--- src/rtl/uart_tx_if.sv ---
// Byte-in / serial-out bundle between a host and the UART transmitter.
// The host side uses the master modport and the transmitter uses the slave modport.
interface uart_tx_if;
  logic [7:0] tx_data;
  logic       tx_start;
  logic       tx_busy;
  logic       tx_serial;

  modport master (output tx_data, output tx_start, input tx_busy, input tx_serial);
  modport slave  (input tx_data, input tx_start, output tx_busy, output tx_serial);
endinterface

--- src/rtl/uart_tx.sv ---
// 8N1 UART transmitter: 1 start bit, 8 data bits LSB first, 1 stop bit.
// Each bit lasts CLK_FREQ/BAUD_RATE clocks, and that ratio must be at least 2.
module uart_tx #(
  parameter int unsigned CLK_FREQ  = 50_000_000,
  parameter int unsigned BAUD_RATE = 115_200
) (
  input logic     clk,
  input logic     rst,
  uart_tx_if.slave bus
);

  localparam int unsigned CLKS_PER_BIT = CLK_FREQ / BAUD_RATE;
  localparam int unsigned CntW         = $clog2(CLKS_PER_BIT);
  localparam logic [CntW-1:0] CntMax   = CntW'(CLKS_PER_BIT - 1);

  typedef enum logic [1:0] {StIdle, StStart, StData, StStop} state_e;

  state_e          state_q, state_d;
  logic [CntW-1:0] cnt_q, cnt_d;
  logic [2:0]      idx_q, idx_d;
  logic [7:0]      shift_q, shift_d;
  logic            serial_q, serial_d;
  logic            busy_q, busy_d;
  logic            bit_done;

  assign bit_done = (cnt_q == CntMax);

  always_comb begin
    state_d = state_q;
    cnt_d   = cnt_q;
    idx_d   = idx_q;
    shift_d = shift_q;
    unique case (state_q)
      StIdle: begin
        cnt_d = '0;
        idx_d = '0;
        if (bus.tx_start) begin
          shift_d = bus.tx_data;
          state_d = StStart;
        end
      end
      StStart: begin
        if (bit_done) begin
          cnt_d   = '0;
          idx_d   = '0;
          state_d = StData;
        end else begin
          cnt_d = cnt_q + CntW'(1);
        end
      end
      StData: begin
        if (bit_done) begin
          cnt_d = '0;
          if (idx_q == 3'd7) begin
            state_d = StStop;
          end else begin
            // The shift register keeps the bit that is being sent in bit 0.
            idx_d   = idx_q + 3'd1;
            shift_d = {1'b0, shift_q[7:1]};
          end
        end else begin
          cnt_d = cnt_q + CntW'(1);
        end
      end
      StStop: begin
        if (bit_done) begin
          cnt_d   = '0;
          state_d = StIdle;
        end else begin
          cnt_d = cnt_q + CntW'(1);
        end
      end
      default: state_d = StIdle;
    endcase

    // Outputs are decoded from the next state, so the line changes on the same edge as the state.
    busy_d   = (state_d != StIdle);
    serial_d = 1'b1;
    if (state_d == StStart) begin
      serial_d = 1'b0;
    end else if (state_d == StData) begin
      serial_d = shift_d[0];
    end
  end

  always_ff @(posedge clk or posedge rst) begin
    if (rst) begin
      state_q  <= StIdle;
      cnt_q    <= '0;
      idx_q    <= '0;
      shift_q  <= '0;
      serial_q <= 1'b1;
      busy_q   <= 1'b0;
    end else begin
      state_q  <= state_d;
      cnt_q    <= cnt_d;
      idx_q    <= idx_d;
      shift_q  <= shift_d;
      serial_q <= serial_d;
      busy_q   <= busy_d;
    end
  end

  assign bus.tx_serial = serial_q;
  assign bus.tx_busy   = busy_q;

endmodule

--- src/flat_wrapper.sv ---
// flat-port wrapper written by rule: the top's interface ports become plain ports
module uart_tx_flat 
#(
  parameter int unsigned CLK_FREQ  = 50_000_000,
  parameter int unsigned BAUD_RATE = 115_200
)
  (clk, rst, bus_tx_data, bus_tx_start, bus_tx_busy, bus_tx_serial);
  uart_tx_if bus_i ();
  input logic clk;
  input logic rst;
  input wire logic [$bits(bus_i.tx_data)-1:0] bus_tx_data;
  input wire logic [$bits(bus_i.tx_start)-1:0] bus_tx_start;
  output wire logic [$bits(bus_i.tx_busy)-1:0] bus_tx_busy;
  output wire logic [$bits(bus_i.tx_serial)-1:0] bus_tx_serial;
  assign bus_i.tx_data = bus_tx_data;
  assign bus_i.tx_start = bus_tx_start;
  assign bus_tx_busy = bus_i.tx_busy;
  assign bus_tx_serial = bus_i.tx_serial;
  uart_tx #(.CLK_FREQ(CLK_FREQ), .BAUD_RATE(BAUD_RATE)) u_core (.clk(clk), .rst(rst), .bus(bus_i));
endmodule
--- config.mk ---
export PLATFORM = sky130hd
export DESIGN_NAME = uart_tx_flat
export DESIGN_NICKNAME = d
export VERILOG_FILES = /design/src/rtl/uart_tx_if.sv /design/src/rtl/uart_tx.sv /design/src/flat_wrapper.sv
export SDC_FILE = /design/constraint.sdc
export NUM_CORES = 1
export LEC_CHECK = 0
export CAP_MARGIN = 5
export CORE_AREA = 2 2 62 64
export CTS_BUF_LIST = sky130_fd_sc_hd__clkbuf_2 sky130_fd_sc_hd__clkbuf_4 sky130_fd_sc_hd__clkbuf_8
export CTS_CLUSTER_DIAMETER = 50
export CTS_CLUSTER_SIZE = 25
export DETAILED_ROUTE_END_ITERATION = 16
export DIE_AREA = 0 0 64 66
export GPL_TIMING_DRIVEN = 1
export PLACE_DENSITY = 0.58
export SLEW_MARGIN = 30
export SYNTH_ARGS = -nofsm -noshare
export SYNTH_HDL_FRONTEND = slang
export SYNTH_SLANG_ARGS = --single-unit
--- constraint.sdc ---
create_clock -name clk -period 3.4 [get_ports clk]
set_input_delay 0.51 -clock clk [delete_from_list [all_inputs] [get_ports clk]]
set_output_delay 0.51 -clock clk [all_outputs]
set_load 0.1 [all_outputs]
==> results of run 1 <==
layer usage:
layer / share of wire (%) / GRT usage [%] / up-vias
met2: 47 / 19.0 / 9
met3: 1.4 / 1.53 / 5
met5: 0 / 0 / -
li1: - / - / 421
met4: 2.4 / 7.34 / 0
met1: 49 / 14.9 / 418
registers in the layout, indices dropped and copies added, names as in the netlist:
| register | cells |
|---|---|
| u_core.idx_q | 3 |
| u_core.cnt_q | 9 |
| u_core.shift_q | 8 |
| u_core.state_q | 2 |
| u_core.bus.tx_serial | 1 |
| u_core.bus.tx_busy | 1 |
layout by cell type (no fill, tap or decap), types with 2 or more instances in the layout:
master           Yosys  final
nand2_1              9      9
a22o_1               8      8
nand3_1              3      3
xnor2_1              4      4
ha_1                 4      4
nor3_1               3      3
a31oi_1              2      2
clkbuf_4             0      3
nor2_1              11     11
xor2_1               4      4
nor4_1               2      2
dfrtp_1             23     23
a21o_1               7      7
clkdlybuf4s50_1      0     12
o21ai_0              2      2
inv_1                6      5
kinds of logic after synthesis:
kind of cell    Yosys count  synth area share (%)
flops                    24                  50.4
compound gates           26                  17.1
xor+xnor                  8                  5.87
fa+ha+maj                 4                  4.19
simple gates             35                  15.9
buf+inv                  10                  3.77
mux                       3                  2.73
metrics by stage:
step           area (sq um)  util [%]  total power, uW
4_1_cts                1400      39.3              694
6_report               1400      39.3              689
3_5_place_dp           1360      38.3              542
3_3_place_gp           1360      38.3              536
2_1_floorplan          1190         -              499
5_1_grt                1400      39.3              737
area by class of cell:
type                       count  area share, %
timing repair buffer          13           9.15
tap                           48           4.30
clock buffer                   4           2.60
inverter                       6           1.61
multi-input combinational     76           39.2
sequential                    24           43.1
power groups by stage:
stage | clock network (uW) | logic [uW] | registers [uW]
CTS | 156 | 135 | 402
finish | 154 | 133 | 402
floorplan | 0 | 107 | 392
detailed placement | 0 | 134 | 408
global route | 175 | 151 | 410
global placement | 0 | 131 | 405
how the worst max path moves through the flow:
stage	cells after the start	slack, ns	end	start
after floorplan	6	1.30	u_core.shift_q[0]	u_core.idx_q[0]
after global placement	6	1.04	u_core.shift_q[2]	u_core.idx_q[0]
after detailed placement	6	0.93	u_core.shift_q[6]	u_core.idx_q[0]
after CTS	1	0.91	bus_tx_serial	u_core.bus.tx_serial
after global routing	6	0.79	u_core.shift_q[6]	u_core.idx_q[0]
final	1	0.92	bus_tx_serial	u_core.bus.tx_serial
==> flow_metrics.py, run 1 <==
metrics = {
    "finish": {
        "instances_no_fill": 171,
        "nNetsFinal": 139,
        "multi_input_area_sq_um": 547,
        "syn_to_final_growth_pct": 16.9,
        "seqCellArea_sq_um": 602,
        "antenna_cells": 0,
        "fill_cells": 348,
        "drive_gt1_share_pct": 8.94,
    },
    "yosys": {
        "ys.flop_type": "dfrtp_1",
        "synth_top_cell_area_share_pct": 48.2,
        "synth_edf_count": 0,
        "syn-instance-count": 110,
        "yosys.area.top_type": "dfrtp_1",
        "synthesis.area_sq_um": 1190,
        "yosysWarnings": 0,
        "synthArstFlopShare_pct": 100,
        "netlist_top_cells_count": "dfrtp_1, nor2_1, nand2_1",
        "synth_nets": 125,
        "ys_top_cells_by_area": "dfrtp_1, a22o_1, a21o_1, ha_1, nor2_1",
        "synth_most_common_cell": "dfrtp_1",
        "yosysUniqueCellTypes": 35,
        "ys_ff_latch": 24,
        "seq_area_frac_synth_pct": 50.4,
        "syn_avg_cell_area_sq_um": 10.9,
    },
    "power_and_ir_drop": {
        "p_clk_share_pct": 22.3,
        "p_switching_uw": 214,
        "leakage_uw": 0.000619,
        "intPower_uw": 476,
        "max-vdd-ir-drop_mv": 0.152,
        "seqPwrFrac_pct": 58.4,
        "p_sw_share_pct": 31.0,
        "power_frac_comb_pct": 19.3,
        "power_density_nw_per_um2": 494,
    },
    "cts": {
        "cts_buffer_depth": 2,
        "clock_latency_ns": 0.32,
        "post_cts_buffers": 0,
        "clock_sinks": 24,
        "cts-htree-levels": 1,
        "cts_buffers": 3,
        "cts_resized": 0,
        "cts.clk_slew.worst_paths_ns": 0.13,
        "cts_tree": "built",
        "postCtsHoldBufs": 0,
        "cts_root_buf": "clkbuf_4",
    },
    "run": {
        "drv_cap": 0,
    },
    "die": {
        "pin_count": 13,
        "die_area_sq_um": 4220,
        "placementRows": 22,
        "start_util_pct": 33.6,
        "die_h_um": 66,
        "core_area_sq_um": 3550,
        "die_width_um": 64,
    },
    "sta": {
        "max_freq_ghz": 0.403,
        "worst_clock_skew_ns": 0.00298,
        "rsz0062_at_grt": "false",
        "setup_viol": 0,
        "slew_headroom_pct": 36.0,
        "final_max_slew_viol_count": 0,
        "whs_ns": 0.499,
        "fin_tns_setup_ns": 0,
        "finalHoldViolations": 0,
        "tightestPinTransition_ns": 0.957,
        "finalCriticalPeriod_ns": 2.48,
        "setup_ws_ns": 0.917,
        "min_period_over_period_pct": 73.0,
    },
    "min_path": {
        "hold_start": "u_core.shift_q[4]",
        "holdPathEnd": "u_core.shift_q[4]",
        "worstHoldPathCells": 1,
        "min_path_type": "register to register",
    },
    "grt": {
        "grtUsageTotal_pct": 11.8,
        "grt_max_degree": 25,
        "grt_overflow": 0,
        "antenna_found_initial": 0,
        "grt_pass1_vias": 885,
        "grt_pass1_wl_um": 3870,
    },
    "critical_path": {
        "cp.required_ns": 2.89,
        "rr_endpoint": "u_core.shift_q[6]",
        "start_kind": "register",
        "worstSetupPathType": "register to output pin",
        "path_buf_inv": 1,
        "path_delay_family": "buffers and inverters",
        "endpoint_kind": "output pin",
        "slowest_delay_ns": 1.12,
        "reg2reg_slack_ns": 0.93,
        "r2r-start": "u_core.idx_q[0]",
        "cp.arrival_ns": 1.97,
        "path_cells": "clkdlybuf4s50_1",
        "cp_slowest_cell": "clkdlybuf4s50_1",
        "rr_worst_depth": 6,
        "crit_fanout": 1,
    },
    "route": {
        "routed_via_density": 4.99,
        "drtPass1Iterations": 4,
        "drcViolationCount": 0,
        "vias": 853,
        "wire_per_inst_um": 12.3,
        "drt_iter0_drc": 44,
        "wl_um": 2100,
        "ant_nets": 0,
    },
    "placed_design": {
        "gp_congestion": 0.807,
        "dp.final_hpwl_um": 1530,
        "pre_cts_slack_ns": 0.932,
        "post-place-cells": 167,
        "portBuffers": 12,
    },
    "run_status": {
        "outcome": "finished clean",
    },
}
Note: power is estimated with default switching activity, not from simulation.
==> run 2, diff against run 1 <==
--- a/config.mk
+++ b/config.mk
@@ -13,7 +13,7 @@
 export DETAILED_ROUTE_END_ITERATION = 16
 export DIE_AREA = 0 0 64 66
 export GPL_TIMING_DRIVEN = 1
-export PLACE_DENSITY = 0.58
+export PLACE_DENSITY = 0.6
 export SLEW_MARGIN = 30
 export SYNTH_ARGS = -nofsm -noshare
 export SYNTH_HDL_FRONTEND = slang
==> constraint.sdc (replaced) <==
create_clock -name clk -period 2.2 [get_ports clk]
set_input_delay 0.33 -clock clk [delete_from_list [all_inputs] [get_ports clk]]
set_output_delay 0.33 -clock clk [all_outputs]
set_load 0.1 [all_outputs]
==> flow_metrics.py, run 2 (synthesized netlist as in run 1, its figures left out) <==
metrics = {
    "sta": {
        "tightestPinTransition_ns": 0.425,
        "max_freq_ghz": 0.485,
        "worst_clock_skew_ns": 0.00492,
        "finalHoldViolations": 0,
        "final_max_slew_viol_count": 0,
        "rsz0062_at_grt": "false",
        "setup_viol": 0,
        "min_period_over_period_pct": 93.7,
        "finalCriticalPeriod_ns": 2.06,
        "fin_tns_setup_ns": 0,
        "slew_headroom_pct": 71.6,
    },
    "finish": {
        "multi_input_area_sq_um": 547,
        "final_common_cell": "dfrtp_1",
        "seqCellArea_sq_um": 602,
        "reg_top3": "u_core.cnt_q x9, u_core.shift_q x8, u_core.idx_q x3",
        "instances_no_fill": 178,
        "antenna_cells": 0,
        "regMostFlops": "u_core.cnt_q",
        "syn_to_final_growth_pct": 20.9,
        "nNetsFinal": 146,
        "largest_register_ffs": 9,
        "fill_cells": 335,
        "drive_gt1_share_pct": 14.6,
        "final_cell_mix": "dfrtp_1, nor2_1, clkdlybuf4s50_1, buf_4, nand2_1",
    },
    "critical_path": {
        "path_cells": "ha_1 -> ha_1 -> or3b_1 -> nor4_4 -> nor2_1 -> a21o_1",
        "reg2reg_slack_ns": 0.14,
        "r2r-start": "u_core.idx_q[0]",
        "rr_worst_depth": 6,
        "crit_fanout": 6,
        "worstSetupPathType": "register to register",
        "cp.arrival_ns": 2.27,
        "cp.required_ns": 2.41,
        "slowest_delay_ns": 0.41,
        "rr_endpoint": "u_core.shift_q[6]",
        "cpMostUsedCell": "ha_1",
        "cp_slowest_cell": "dfrtp_1",
        "endpoint_kind": "register",
        "start_kind": "register",
    },
    "route": {
        "routed_via_density": 4.87,
        "wl_um": 2140,
        "wire_per_inst_um": 12.0,
        "ant_nets": 0,
        "drcViolationCount": 0,
        "drt_iter0_drc": 50,
        "drtPass1Iterations": 2,
        "vias": 867,
    },
    "min_path": {
        "min_path_type": "input pin to async pin",
    },
    "grt": {
        "grt_max_degree": 25,
        "grt_pass1_wl_um": 3910,
        "grtUsageTotal_pct": 11.9,
        "grt_pass1_vias": 885,
        "grt_overflow": 0,
        "antenna_found_initial": 0,
    },
    "cts": {
        "cts.clk_slew.worst_paths_ns": 0.13,
        "cts-htree-levels": 1,
        "cts_resized": 0,
        "cts_buffers": 3,
        "post_cts_buffers": 0,
        "clock_sinks": 24,
        "clock_latency_ns": 0.31,
        "cts_buffer_depth": 2,
        "cts_root_buf": "clkbuf_4",
        "postCtsHoldBufs": 0,
        "cts_tree": "built",
    },
    "run": {
        "drv_cap": 0,
    },
    "die": {
        "placementRows": 22,
        "pin_count": 13,
        "die_area_sq_um": 4220,
        "start_util_pct": 33.6,
        "die_h_um": 66,
        "die_width_um": 64,
        "core_area_sq_um": 3550,
    },
    "power_and_ir_drop": {
        "leakage_uw": 0.000658,
        "p_clk_share_pct": 21.4,
        "p_sw_share_pct": 30.6,
        "p_switching_uw": 324,
        "power_frac_comb_pct": 19.8,
        "max-vdd-ir-drop_mv": 0.241,
        "power_density_nw_per_um2": 735,
        "seqPwrFrac_pct": 58.8,
        "intPower_uw": 736,
    },
    "placed_design": {
        "dp.final_hpwl_um": 1610,
        "portBuffers": 12,
        "post-place-cells": 174,
        "gp_congestion": 0.708,
    },
    "run_status": {
        "outcome": "finished clean",
    },
}
==> run 2: final cells by class <==
| cell class | instances | area share (%) |
|---|---|---|
| Sequential cell | 24 | 41.7 |
| Multi-Input combinational cell | 76 | 37.9 |
| Timing Repair Buffer | 20 | 12.1 |
| Inverter | 6 | 1.56 |
| Clock buffer | 4 | 2.52 |
| Tap cell | 48 | 4.16 |
==> run 2: worst max-delay path, delay by kind of cell (launching register included) <==
| family | cells | cell delay [ns] |
|---|---|---|
| and+or+nand+nor | 3 | 0.96 |
| DFF | 1 | 0.41 |
| adders and majority gates | 2 | 0.39 |
| AOI/OAI and AO/OA | 1 | 0.22 |
==> run 2: how the worst max path moves through the flow <==
stage                          startpoint                end  cells past startpoint
after detailed placement  u_core.idx_q[0]  u_core.shift_q[6]                      6
after global placement    u_core.idx_q[0]  u_core.shift_q[3]                      6
after CTS                 u_core.idx_q[0]  u_core.shift_q[6]                      6
after global routing      u_core.idx_q[0]  u_core.shift_q[6]                      7
after floorplan           u_core.idx_q[0]  u_core.shift_q[0]                      6
final                     u_core.idx_q[0]  u_core.shift_q[6]                      6
==> run 2: per-layer routing <==
metal  share of wire, %  global-route usage (%)  up-vias
li1                   -                       -      438
met1                 50                    15.9      421
met2                 47                    18.6        6
met3                2.0                    1.70        2
met4                1.3                    6.52        0
met5                  0                       0        -
==> run 2: metrics by stage <==
stage	worst slack, ns	util [%]	hold slack, ns	instance area [sq um]	total power [uW]
floorplan	0.0969	-	0.344	1190	770
global placement	0.220	39.6	0.462	1410	831
detailed placement	0.142	39.6	0.466	1410	842
CTS	0.118	40.6	0.347	1440	1070
global route	0.00512	40.6	0.364	1440	1140
finish	0.138	40.6	0.344	1440	1060
==> run 2: power by group through the flow <==
stage | registers (uW) | clock network (uW) | logic (uW)
after floorplan | 606 | 0 | 165
after global placement | 628 | 0 | 203
after detailed placement | 630 | 0 | 212
after CTS | 622 | 238 | 213
after global routing | 638 | 262 | 244
final | 624 | 226 | 210
